$ cat config.mk
export PLATFORM = sky130hd
export DESIGN_NAME = pipe_stage_ctl
export DESIGN_NICKNAME = d
export VERILOG_FILES = /design/src/rtl/pipe_pkg.sv /design/src/rtl/pipe_entry.sv /design/src/rtl/pipe_stage_ctl.sv
export SDC_FILE = /design/constraint.sdc
export NUM_CORES = 1
export LEC_CHECK = 0
export CAP_MARGIN = 15
export CORE_ASPECT_RATIO = 2
export CORE_MARGIN = 1.5
export CORE_UTILIZATION = 45
export CTS_BUF_LIST = sky130_fd_sc_hd__clkbuf_16
export CTS_CLUSTER_DIAMETER = 60
export DETAILED_ROUTE_END_ITERATION = 7
export PLACE_DENSITY = 0.73
export REMOVE_ABC_BUFFERS = 1
export SLEW_MARGIN = 25
export SYNTH_ARGS = -nofsm -noshare
export SYNTH_HDL_FRONTEND = slang
export SYNTH_SLANG_ARGS = --single-unit
$ cat constraint.sdc
create_clock -name clk -period 7.9 [get_ports clk]
set_input_delay 1.58 -clock clk [delete_from_list [all_inputs] [get_ports clk]]
set_output_delay 1.58 -clock clk [all_outputs]
set_load 0.02 [all_outputs]
$ cat src/rtl/pipe_pkg.sv
// rtl/pipe_pkg.sv - shared state encoding and width defaults for the pipeline stage controller
//
// Purpose : common types and constants imported by pipe_entry and pipe_stage_ctl.
// Contents: default field widths, stall counter width, the stage occupancy
//           enumeration and a saturating increment helper.
package pipe_pkg;

  localparam int DEF_DATA_W = 32;
  localparam int DEF_ADDR_W = 5;
  localparam int DEF_CTRL_W = 3;
  localparam int STALL_W    = 16;

  // Occupancy of the stage: no entry, main entry only, main plus skid entry.
  typedef enum logic [1:0] {
    ST_EMPTY = 2'd0,
    ST_ONE   = 2'd1,
    ST_TWO   = 2'd2
  } pipe_state_e;

  // Counts up by one and sticks at all-ones instead of wrapping.
  function automatic logic [STALL_W-1:0] sat_inc(input logic [STALL_W-1:0] v);
    return (&v) ? v : v + {{(STALL_W-1){1'b0}}, 1'b1};
  endfunction

endpackage

$ cat src/rtl/pipe_entry.sv
// rtl/pipe_entry.sv - one storage entry (valid bit plus instruction fields)
//
// Purpose : holds one instruction for the pipeline stage controller.
// Ports   : clk, rst (async, active-high)
//           ld     - capture d_* and set valid
//           clr    - drop the entry and zero its fields (wins over ld)
//           d_ctrl/d_rd/d_alu/d_rt - incoming fields
//           valid, q_ctrl/q_rd/q_alu/q_rt - stored entry
module pipe_entry
  import pipe_pkg::*;
#(
  parameter int DATA_W = DEF_DATA_W,
  parameter int ADDR_W = DEF_ADDR_W,
  parameter int CTRL_W = DEF_CTRL_W
) (
  input  logic              clk,
  input  logic              rst,
  input  logic              ld,
  input  logic              clr,
  input  logic [CTRL_W-1:0] d_ctrl,
  input  logic [ADDR_W-1:0] d_rd,
  input  logic [DATA_W-1:0] d_alu,
  input  logic [DATA_W-1:0] d_rt,
  output logic              valid,
  output logic [CTRL_W-1:0] q_ctrl,
  output logic [ADDR_W-1:0] q_rd,
  output logic [DATA_W-1:0] q_alu,
  output logic [DATA_W-1:0] q_rt
);

  always_ff @(posedge clk or posedge rst) begin
    if (rst) begin
      valid  <= 1'b0;
      q_ctrl <= '0;
      q_rd   <= '0;
      q_alu  <= '0;
      q_rt   <= '0;
    end else if (clr) begin
      valid  <= 1'b0;
      q_ctrl <= '0;
      q_rd   <= '0;
      q_alu  <= '0;
      q_rt   <= '0;
    end else if (ld) begin
      valid  <= 1'b1;
      q_ctrl <= d_ctrl;
      q_rd   <= d_rd;
      q_alu  <= d_alu;
      q_rt   <= d_rt;
    end
  end

endmodule

$ cat src/rtl/pipe_stage_ctl.sv
// rtl/pipe_stage_ctl.sv - valid/ready pipeline register stage with optional skid entry
//
// Purpose : registers ctrl/rd/alu/rt between two pipeline stages with
//           valid/ready handshaking, flush, and a back-pressure counter.
// Params  : DATA_W, ADDR_W, CTRL_W field widths; SKID=1 registered-ready
//           two-entry mode, SKID=0 single entry with pass-through ready.
// Ports   : clk, rst (async, active-high)
//           in_valid/in_ready, in_ctrl/in_rd/in_alu/in_rt - upstream side
//           flush - drop everything held, and any same-cycle push
//           out_valid/out_ready, out_ctrl/out_rd/out_alu/out_rt - downstream side
//           stall_cnt - saturating count of cycles with out_valid && !out_ready
module pipe_stage_ctl
  import pipe_pkg::*;
#(
  parameter int DATA_W = DEF_DATA_W,
  parameter int ADDR_W = DEF_ADDR_W,
  parameter int CTRL_W = DEF_CTRL_W,
  parameter int SKID   = 1
) (
  input  logic               clk,
  input  logic               rst,
  input  logic               in_valid,
  output logic               in_ready,
  input  logic [CTRL_W-1:0]  in_ctrl,
  input  logic [ADDR_W-1:0]  in_rd,
  input  logic [DATA_W-1:0]  in_alu,
  input  logic [DATA_W-1:0]  in_rt,
  input  logic               flush,
  output logic               out_valid,
  input  logic               out_ready,
  output logic [CTRL_W-1:0]  out_ctrl,
  output logic [ADDR_W-1:0]  out_rd,
  output logic [DATA_W-1:0]  out_alu,
  output logic [DATA_W-1:0]  out_rt,
  output logic [STALL_W-1:0] stall_cnt
);

  pipe_state_e state, state_n;

  logic push, pop;
  logic main_ld, main_clr, skid_ld, skid_clr;

  logic              main_valid, skid_valid;
  logic [CTRL_W-1:0] main_ctrl, skid_ctrl, main_d_ctrl;
  logic [ADDR_W-1:0] main_rd, skid_rd, main_d_rd;
  logic [DATA_W-1:0] main_alu, skid_alu, main_d_alu;
  logic [DATA_W-1:0] main_rt, skid_rt, main_d_rt;

  assign push = in_valid && in_ready;
  assign pop  = main_valid && out_ready;

  always_ff @(posedge clk or posedge rst) begin
    if (rst) state <= ST_EMPTY;
    else     state <= state_n;
  end

  always_comb begin
    state_n  = state;
    main_ld  = 1'b0;
    main_clr = 1'b0;
    skid_ld  = 1'b0;
    skid_clr = 1'b0;
    if (flush) begin
      state_n  = ST_EMPTY;
      main_clr = 1'b1;
      skid_clr = 1'b1;
    end else begin
      case (state)
        ST_EMPTY: begin
          if (push) begin
            main_ld = 1'b1;
            state_n = ST_ONE;
          end
        end
        ST_ONE: begin
          if (push && pop) begin
            main_ld = 1'b1;
          end else if (pop) begin
            main_clr = 1'b1;
            state_n  = ST_EMPTY;
          end else if (push && (SKID != 0)) begin
            // Downstream is stalled but ready was already promised upstream:
            // park the arrival in the skid entry.
            skid_ld = 1'b1;
            state_n = ST_TWO;
          end
        end
        ST_TWO: begin
          if (pop) begin
            main_ld  = 1'b1;
            skid_clr = 1'b1;
            state_n  = ST_ONE;
          end
        end
        default: begin
          state_n  = ST_EMPTY;
          main_clr = 1'b1;
          skid_clr = 1'b1;
        end
      endcase
    end
  end

  // The main entry refills from the skid entry whenever it holds something
  // (only the TWO->ONE pop); otherwise it takes the upstream instruction.
  always_comb begin
    main_d_ctrl = in_ctrl;
    main_d_rd   = in_rd;
    main_d_alu  = in_alu;
    main_d_rt   = in_rt;
    if (skid_valid) begin
      main_d_ctrl = skid_ctrl;
      main_d_rd   = skid_rd;
      main_d_alu  = skid_alu;
      main_d_rt   = skid_rt;
    end
  end

  pipe_entry #(
    .DATA_W (DATA_W),
    .ADDR_W (ADDR_W),
    .CTRL_W (CTRL_W)
  ) u_main (
    .clk    (clk),
    .rst    (rst),
    .ld     (main_ld),
    .clr    (main_clr),
    .d_ctrl (main_d_ctrl),
    .d_rd   (main_d_rd),
    .d_alu  (main_d_alu),
    .d_rt   (main_d_rt),
    .valid  (main_valid),
    .q_ctrl (main_ctrl),
    .q_rd   (main_rd),
    .q_alu  (main_alu),
    .q_rt   (main_rt)
  );

  pipe_entry #(
    .DATA_W (DATA_W),
    .ADDR_W (ADDR_W),
    .CTRL_W (CTRL_W)
  ) u_skid (
    .clk    (clk),
    .rst    (rst),
    .ld     (skid_ld),
    .clr    (skid_clr),
    .d_ctrl (in_ctrl),
    .d_rd   (in_rd),
    .d_alu  (in_alu),
    .d_rt   (in_rt),
    .valid  (skid_valid),
    .q_ctrl (skid_ctrl),
    .q_rd   (skid_rd),
    .q_alu  (skid_alu),
    .q_rt   (skid_rt)
  );

  generate
    if (SKID != 0) begin : g_skid
      // Registered from the next state so in_ready never depends on out_ready
      // within the same cycle; the skid entry absorbs the one-cycle lag.
      logic in_ready_q;
      always_ff @(posedge clk or posedge rst) begin
        if (rst) in_ready_q <= 1'b1;
        else     in_ready_q <= (state_n != ST_TWO);
      end
      assign in_ready = in_ready_q;
    end else begin : g_pass
      assign in_ready = out_ready || !main_valid;
    end
  endgenerate

  assign out_valid = main_valid;
  assign out_ctrl  = main_valid ? main_ctrl : '0;
  assign out_rd    = main_rd;
  assign out_alu   = main_alu;
  assign out_rt    = main_rt;

  always_ff @(posedge clk or posedge rst) begin
    if (rst)                          stall_cnt <= '0;
    else if (main_valid && !out_ready) stall_cnt <= sat_inc(stall_cnt);
  end

endmodule

# ---- Yosys cells after proc, flatten, opt, wreduce, memory -nomap -nowiden
# Cells that the tools add are included.
dict set report op_classes {
  addsub 1
  n_mul 0
  n_div 0
  n_lt_le_gt_ge 0
  n_eq_ne 3
  n_shift 0
  mux 46
  n_bitwise 1
  n_reduce_logical 12
}
# cell count
set ops {}
lappend ops {{$mux W32} 10}
lappend ops {{$mux W5} 5}
lappend ops {{$mux W3} 6}
lappend ops {{$add A16 B1 Y16 const B} 1}
lappend ops {{$reduce_and A16 Y1} 1}
lappend ops {{$mux W1} 15}
lappend ops {{$mux W2} 6}
lappend ops {{$pmux W2 S3} 1}
lappend ops {{$logic_and A1 B1 Y1} 4}
lappend ops {{$pmux W1 S2} 2}
lappend ops {{$reduce_bool A2 Y1} 2}
lappend ops {{$reduce_or A2 Y1} 2}
lappend ops {{$pmux W1 S3} 1}
lappend ops {{$eq A2 B1 Y1 const B} 1}
lappend ops {{$eq A2 B2 Y1 const B} 1}
lappend ops {{$logic_not A2 Y1} 1}
lappend ops {{$ne A2 B2 Y1 const B} 1}
lappend ops {{$reduce_and A2 Y1} 1}
lappend ops {{$logic_not A1 Y1} 1}
lappend ops {{$not A1 Y1} 1}
dict set report word_totals {
  ff_bits 165
  latch_bits 0
  mem_bits_rw 0
  mem_bits_ro 0
  inputBits 77
  out_inout_bits 90
  memories 0
}

# ---- Longest topological paths before layout
# Gate-level depths: netlist (run 1).
dict set report logic_depth {
  depth_word 8
  mapped_depth 7
}

# ---- By module
# From an unflattened synthesis (run 1), not the netlist that was laid out.
dict set report unflattened {
  cells_unflattened 658
  area_unflattened_um2 7975.1
}
# module n_inst cells_per_inst area_per_inst_um2 seq_area_each_um2
set modules_own_cells {}
lappend modules_own_cells {pipe_entry 2 236 3021.6 1826.8}
lappend modules_own_cells {pipe_stage_ctl 1 186 1931.9 476.7}

# ---- Least setup slack after synthesis (run 1)
# Ideal clock, no wire load.
dict set report synth_path {
  path_kind {input to register}
  startpoint {input out_ready}
  endpoint {register stall_cnt[15]}
  setup_ns 0.125
  t_arrival_ns 2.421
  required_time_ns 7.775
  setup_slack_ns 5.354
  stages 4
  path_buffers 0
  path_cell_list {nand3b_1 nor4_1 nand3_1 mux2_2}
}
dict set report synth_between {
  elab_chain_len 3
}
# item line
set synth_rtl {}
lappend synth_rtl {{start, declared} pipe_stage_ctl.sv:30} ;# input logic out_ready,
lappend synth_rtl {{$logic_not A1 Y1} pipe_stage_ctl.sv:182} ;# else if (main_valid && !out_ready) stall_cnt <= sat_inc(stall_cnt);
lappend synth_rtl {{$logic_and A1 B1 Y1} pipe_stage_ctl.sv:182}
lappend synth_rtl {{$reduce_and A2 Y1 (no line)} --}
lappend synth_rtl {{end signal, assigned} pipe_stage_ctl.sv:182}
lappend synth_rtl {{end, declared} pipe_stage_ctl.sv:35} ;# output logic [STALL_W-1:0] stall_cnt
# Every way passes these cells.
# A chain may end at the register's enable or synchronous reset.

# ---- Final worst setup path (run 1)
dict set report layout_path {
  startpoint {input out_ready}
  endpoint {register u_main.q_rd[2]}
}
dict set report layout_between {
  elab_chain_len 6
}
# item line
set layout_rtl {}
lappend layout_rtl {{$logic_and A1 B1 Y1 (*)} pipe_stage_ctl.sv:50} ;# assign pop = main_valid && out_ready;
lappend layout_rtl {{$mux W1 / $logic_and A1 B1 Y1 (equally long branches)} {pipe_stage_ctl.sv:78, pipe_stage_ctl.sv:89, pipe_stage_ctl.sv:76}}
lappend layout_rtl {{$mux W1} pipe_stage_ctl.sv:76} ;# if (push && pop) begin
lappend layout_rtl {{$pmux W1 S2 / $pmux W1 S3 (equally long branches)} pipe_stage_ctl.sv:68} ;# case (state)
lappend layout_rtl {{$mux W1} pipe_stage_ctl.sv:63} ;# if (flush) begin
lappend layout_rtl {{$mux W5 / $reduce_bool A2 Y1 (equally long branches)} --}
lappend layout_rtl {{end signal, assigned} pipe_entry.sv:47} ;# q_rd <= d_rd;
lappend layout_rtl {{end, declared} pipe_entry.sv:26} ;# output logic [ADDR_W-1:0] q_rd,
# Mark *: on every way between the ends. The rest lies on a longest branch, timed or not.

==> flow_summary.json, run 1 <==
{
  "post_cts_buffers": 0,
  "tritoncts": "yes",
  "synth_area_per_cell_um2": 10.9,
  "finalInstanceArea_mm2": 0.00963,
  "synth_top_area_cell": "dfrtp_1",
  "via_count": 5764,
  "synth_area_leaders": "dfrtp_1 (57%), mux2i_1 (10%), o2bb2ai_1 (8.7%)",
  "globalplace.congestion": 0.853,
  "initial_core_util": 0.458,
  "synth_common_cells": "dfrtp_1 (164), nand2_1 (153), a21oi_1 (75)",
  "grt_first_pass_wirelength_mm": 30.7,
  "clock_latency_ns": 0.42,
  "routed_via_density": 5.63,
  "peakVddDrop_mv": 0.176,
  "n_antenna_cell": 0,
  "die_height_um": 182,
  "grt_max_degree": 80,
  "critPathMaxFanout": 74,
  "cp.buffers_inverters": 3,
  "final_antenna_net_count": 0,
  "slew_viol_final": 0,
  "yosys_warnings": 0,
  "io_pins": 167,
  "crit_path_start_kind": "input pin",
  "regArea_mm2": 0.00413,
  "finalCriticalPeriod_ns": 4.02,
  "drtIter0Drc": 425,
  "multi_input_comb_area_mm2": 0.00287,
  "yosysSeqAreaShare": 0.571,
  "track_usage": 0.235,
  "numClockSinks": 165,
  "finalWirelength_mm": 19.2,
  "cp_common_cell": "buf_4",
  "fp.dieW_um": 92.7,
  "synth-edff-count": 0,
  "firstDrtPassIters": 4,
  "cts_root_buf": "clkbuf_16",
  "syn_inst": 664,
  "synth_seq_cells": 165,
  "ys_types": 39,
  "finalNonFillerCells": 1024,
  "postCtsHoldBufs": 0,
  "tightestPinTransition_ns": 0.851,
  "hold_viol_final": 0,
  "finalWorstSetupSlack_ns": 3.88,
  "fillerInstances": 1327,
  "ctsResizeCount": 0,
  "max_freq_ghz": 0.249,
  "clockBufferDepth": 2,
  "p_leak_nw": 3.91,
  "synthDominantCellAreaShare": 0.567,
  "period_share": 0.508,
  "grt_overflow": 0,
  "cts.reportedPaths.clkPinSlew_ns": 0.06,
  "required_ns": 8.23,
  "finalSetupViolations": 0,
  "crit_arrival_ns": 4.34,
  "routedWlPerCell_um": 18.8,
  "rsz0062_at_grt": "false",
  "critPathTopFamily": "buffers and inverters",
  "dieArea_mm2": 0.0169,
  "crit_path_end_kind": "flip-flop",
  "synthArstFlopShare": 1.00,
  "slowest_delay_ns": 0.63,
  "numPortBuffers": 166,
  "crit_path_top_delay_cell": "nor2_4",
  "area_growth_pct": 33.2,
  "drc": 0,
  "fp-row-count": 65,
  "synthesis.area_mm2": 0.00723,
  "placeableCoreArea_mm2": 0.0158,
  "maxSlewHeadroom": 0.432,
  "cts_htree_levels": 4,
  "crit_type": "in -> reg",
  "hold_class": "reg -> reg",
  "dpl.hpwl_mm": 12.4,
  "antenna_found_initial": 0,
  "status": "finished clean",
  "tns_ns": 0,
  "p_per_area_mw_per_mm2": 237,
  "clock_skew_ns": 0.0143,
  "post-synth-top-count-cell": "dfrtp_1",
  "cap_violations": 0,
  "dp.cells": 992,
  "synth-main-ff-cell": "dfrtp_1",
  "numCtsBuffers": 17,
  "placed_area_mm2": 0.00904,
  "place_ws_ns": 3.47,
  "cp_cell_sequence": "clkdlybuf4s50_1 > a21o_1 > a21o_2 > buf_4 > nor2_4 > buf_4 > o2bb2ai_1",
  "grt_pass1_vias": 5840,
  "fin_nets": 888,
  "drive_above_1_share": 0.0656,
  "whs_ns": 0.483
}
-- final cells by class --
type | instances | area share
Multi-Input combinational cell | 448 | 0.298
Inverter | 4 | 0.00208
Clock buffer | 17 | 0.0442
Timing Repair Buffer | 174 | 0.183
Tap cell | 201 | 0.0261
Sequential cell | 165 | 0.429
Clock inverter | 15 | 0.0177
-- sequential cells by signal, indices dropped and copies added, names as in the netlist, 2 cells and up --
register / cells
u_skid.q_rd: 5
u_skid.q_alu: 32
u_main.q_rd: 5
u_skid.q_rt: 32
state: 2
stall_cnt: 16
u_main.q_alu: 32
u_main.q_rt: 32
u_skid.q_ctrl: 3
u_main.q_ctrl: 3
-- through the flow --
step	utilization	power (mW)
2_1_floorplan	-	1.23
3_3_place_gp	0.569	1.45
3_5_place_dp	0.573	1.46
4_1_cts	0.610	2.30
5_1_grt	0.610	2.37
6_report	0.610	2.28
-- power by group --
part	switching, mW	internal (mW)	leakage (nW)
Combinational	0.245	0.206	1.38
Clock	0.357	0.474	0.286
Sequential	0.0790	0.919	2.25
Total	0.680	1.60	3.91
-- placed cells by master, fill, tap and decap left out, types with 4 or more instances in the layout --
master / instances
clkbuf_16: 17
inv_1: 4
nor3_1: 5
dfrtp_1: 163
nor4_1: 5
nand3_1: 6
xnor2_1: 4
nand4_1: 5
nand2_1: 152
xor2_1: 11
mux2i_1: 73
inv_6: 5
o2bb2ai_1: 72
nor2_1: 7
buf_4: 6
a21oi_1: 75
clkdlybuf4s50_1: 166
-- logic make-up after synthesis --
| group | share of synthesized area |
|---|---|
| flip-flops | 0.571 |
| buffers and inverters | 0.0341 |
| AND/OR/NAND/NOR | 0.123 |
| XOR/XNOR | 0.0182 |
| AO/OA/AOI/OAI | 0.147 |
| adder cells (fa/ha/maj) | 0.00173 |
| multiplexers | 0.105 |
-- path summary, 6_finish.rpt --
path	start	cells past startpoint	slack (ns)	endpoint
worst max-delay path	out_ready	7	3.88	u_main.q_rd[2]
worst min-delay path	u_main.q_ctrl[1]	1	0.48	u_main.q_ctrl[1]
worst max register to register	u_main.valid	6	5.01	u_main.q_rd[2]
worst min register to register	u_main.q_ctrl[1]	1	0.48	u_main.q_ctrl[1]
max in group asynchronous	rst	4	5.00	u_main.q_alu[20]
min in group asynchronous	rst	2	1.67	state[0]
-- metal layers --
layer | global-route usage | vias up | share of wire
met5 | 0 | - | 0
met4 | 0.113 | 0 | 0.040
met3 | 0.0421 | 45 | 0.039
met2 | 0.413 | 186 | 0.55
met1 | 0.273 | 2908 | 0.38
li1 | - | 2625 | -
Note: power is estimated with default switching activity, not from simulation.
==> run 2: changes to the inputs <==
Settings changed: PLACE_DENSITY 0.73 to 0.76.
Clock period 7.9 ns to 3.3 ns, I/O delays scaled along.
==> run 2 against run 1 <==
  * Worst setup slack worse by 3.1 ns
  * Via count is essentially flat
  * Combinational power grew 140%
  * Sequential cell count did not move
  * Clock power rose by 140%
  * Sequential power grew 140%
  * Utilization is 0.26 points higher
  * Non-clock buffer count increased by 6
  * Critical path type is now reg -> out
  * Largest cell class unchanged
==> flow_summary.json, run 2 (synthesis gave the netlist of run 1 again) <==
{
  "status": "finished clean",
  "placed_area_mm2": 0.00908,
  "grt_overflow": 0,
  "drc": 0,
  "drive_above_1_share": 0.0736,
  "routedWlPerCell_um": 19.2,
  "tns_ns": 0,
  "numPortBuffers": 166,
  "utilization": 0.613,
  "drtIter0Drc": 346,
  "final_cell_mix": "clkdlybuf4s50_1 (166), dfrtp_1 (163), nand2_1 (152)",
  "tightestPinTransition_ns": 0.847,
  "totalPowerFinal_mw": 5.45,
  "period_share": 0.765,
  "hold_viol_final": 0,
  "post_cts_buffers": 0,
  "p_per_area_mw_per_mm2": 564,
  "numClockSinks": 165,
  "slew_viol_final": 0,
  "fillerInstances": 1259,
  "cts.reportedPaths.clkPinSlew_ns": 0.07,
  "clockBufferDepth": 2,
  "slowest_delay_ns": 0.68,
  "globalplace.congestion": 0.840,
  "ctsResizeCount": 0,
  "crit_arrival_ns": 1.86,
  "met1_usage": 0.258,
  "routed_via_density": 5.59,
  "final_antenna_net_count": 0,
  "final_common_cell": "clkdlybuf4s50_1",
  "required_ns": 2.64,
  "placeableCoreArea_mm2": 0.0158,
  "firstDrtPassIters": 7,
  "grt_first_pass_wirelength_mm": 31.1,
  "hold_class": "reg -> reg",
  "finalSetupViolations": 0,
  "crit_type": "reg -> out",
  "dpl.hpwl_mm": 13.4,
  "initial_core_util": 0.458,
  "dieArea_mm2": 0.0169,
  "fp-row-count": 65,
  "rsz0062_at_grt": "false",
  "cts_htree_levels": 4,
  "numCtsBuffers": 17,
  "antenna_found_initial": 1,
  "max_freq_ghz": 0.396,
  "via_count": 5767,
  "p_leak_nw": 3.94,
  "track_usage": 0.239,
  "busiest_layer": "met2",
  "io_pins": 167,
  "peakVddDrop_mv": 0.451,
  "grt_pass1_vias": 5874,
  "grt_max_degree": 74,
  "area_growth_pct": 33.7,
  "postCtsHoldBufs": 0,
  "critPathMaxFanout": 13,
  "finalWirelength_mm": 19.8,
  "finalCriticalPeriod_ns": 2.52,
  "r2r_slack_ns": 1.17,
  "crit_path_end_kind": "primary output",
  "crit_path_start_kind": "flip-flop",
  "finalInstanceArea_mm2": 0.00967,
  "cap_violations": 0,
  "maxSlewHeadroom": 0.435,
  "fp.dieW_um": 92.7,
  "fin_nets": 894,
  "cts_root_buf": "clkbuf_16",
  "crit_path_top_delay_cell": "clkdlybuf4s50_1",
  "clock_skew_ns": 0.00958,
  "die_height_um": 182,
  "clock_latency_ns": 0.42,
  "cp_cell_sequence": "and2_1 > clkdlybuf4s50_1",
  "grt_use_met3": 0.0425,
  "grt_use_met2": 0.430,
  "tritoncts": "yes"
}
## run 2: cell types whose count changed in the layout (fill, tap and decap cells not counted), sizes merged
cell      change
buf           +6
inv           +1
diode         +1
clkinvlp      -2
bufinv        -1
clkinv        +2
## run 2: layer usage
metal / wire length [µm] / share of wire / up-vias
met5: 0 / 0 / -
met2: 10800 / 0.55 / 207
met4: 1070 / 0.054 / 0
met1: 7080 / 0.36 / 2870
met3: 846 / 0.043 / 53
li1: - / - / 2637
## run 2: final timing paths
check	cells after the start	to	startpoint
worst max-delay path	2	out_ctrl[2]	u_main.valid
worst min-delay path	1	u_main.q_alu[20]	u_main.q_alu[20]
worst max register to register	5	u_main.q_alu[7]	u_main.valid
worst min register to register	1	u_main.q_alu[20]	u_main.q_alu[20]
max in group asynchronous	3	u_skid.q_rt[24]	rst
min in group asynchronous	2	u_main.q_alu[29]	rst
## run 2: worst max-delay path: cells and delay by family (launching register included)
family,cells,cell delay (ns)
flip-flops,1,0.58
buffers and inverters,1,0.68
AND/OR/NAND/NOR,1,0.19
## run 2: area by class of cell
type	instances	area, µm²	share of cell area
clock buffers	17	425	0.0440
multi-input cells	448	2870	0.297
repair buffers	180	1800	0.187
flip-flops and latches	165	4130	0.427
well taps	201	251	0.0260
clock inverters	15	166	0.0172
diodes	1	2.50	0.000259
inverters	4	20.0	0.00207
## run 2: power by group
| part | leakage [nW] | internal [mW] | switching [mW] |
|---|---|---|---|
| combinational | 1.41 | 0.502 | 0.586 |
| sequential | 2.25 | 2.20 | 0.192 |
| clock | 0.290 | 1.08 | 0.899 |
## run 2: through the flow
stage          instances  worst slack, ns  hold slack, ns
6_report            1031            0.776           0.485
4_1_cts             1030            0.767           0.493
3_5_place_dp         998            0.490           0.472
5_1_grt             1031            0.727           0.505
2_1_floorplan        617            -1.82           0.449
3_3_place_gp         998            0.586           0.467
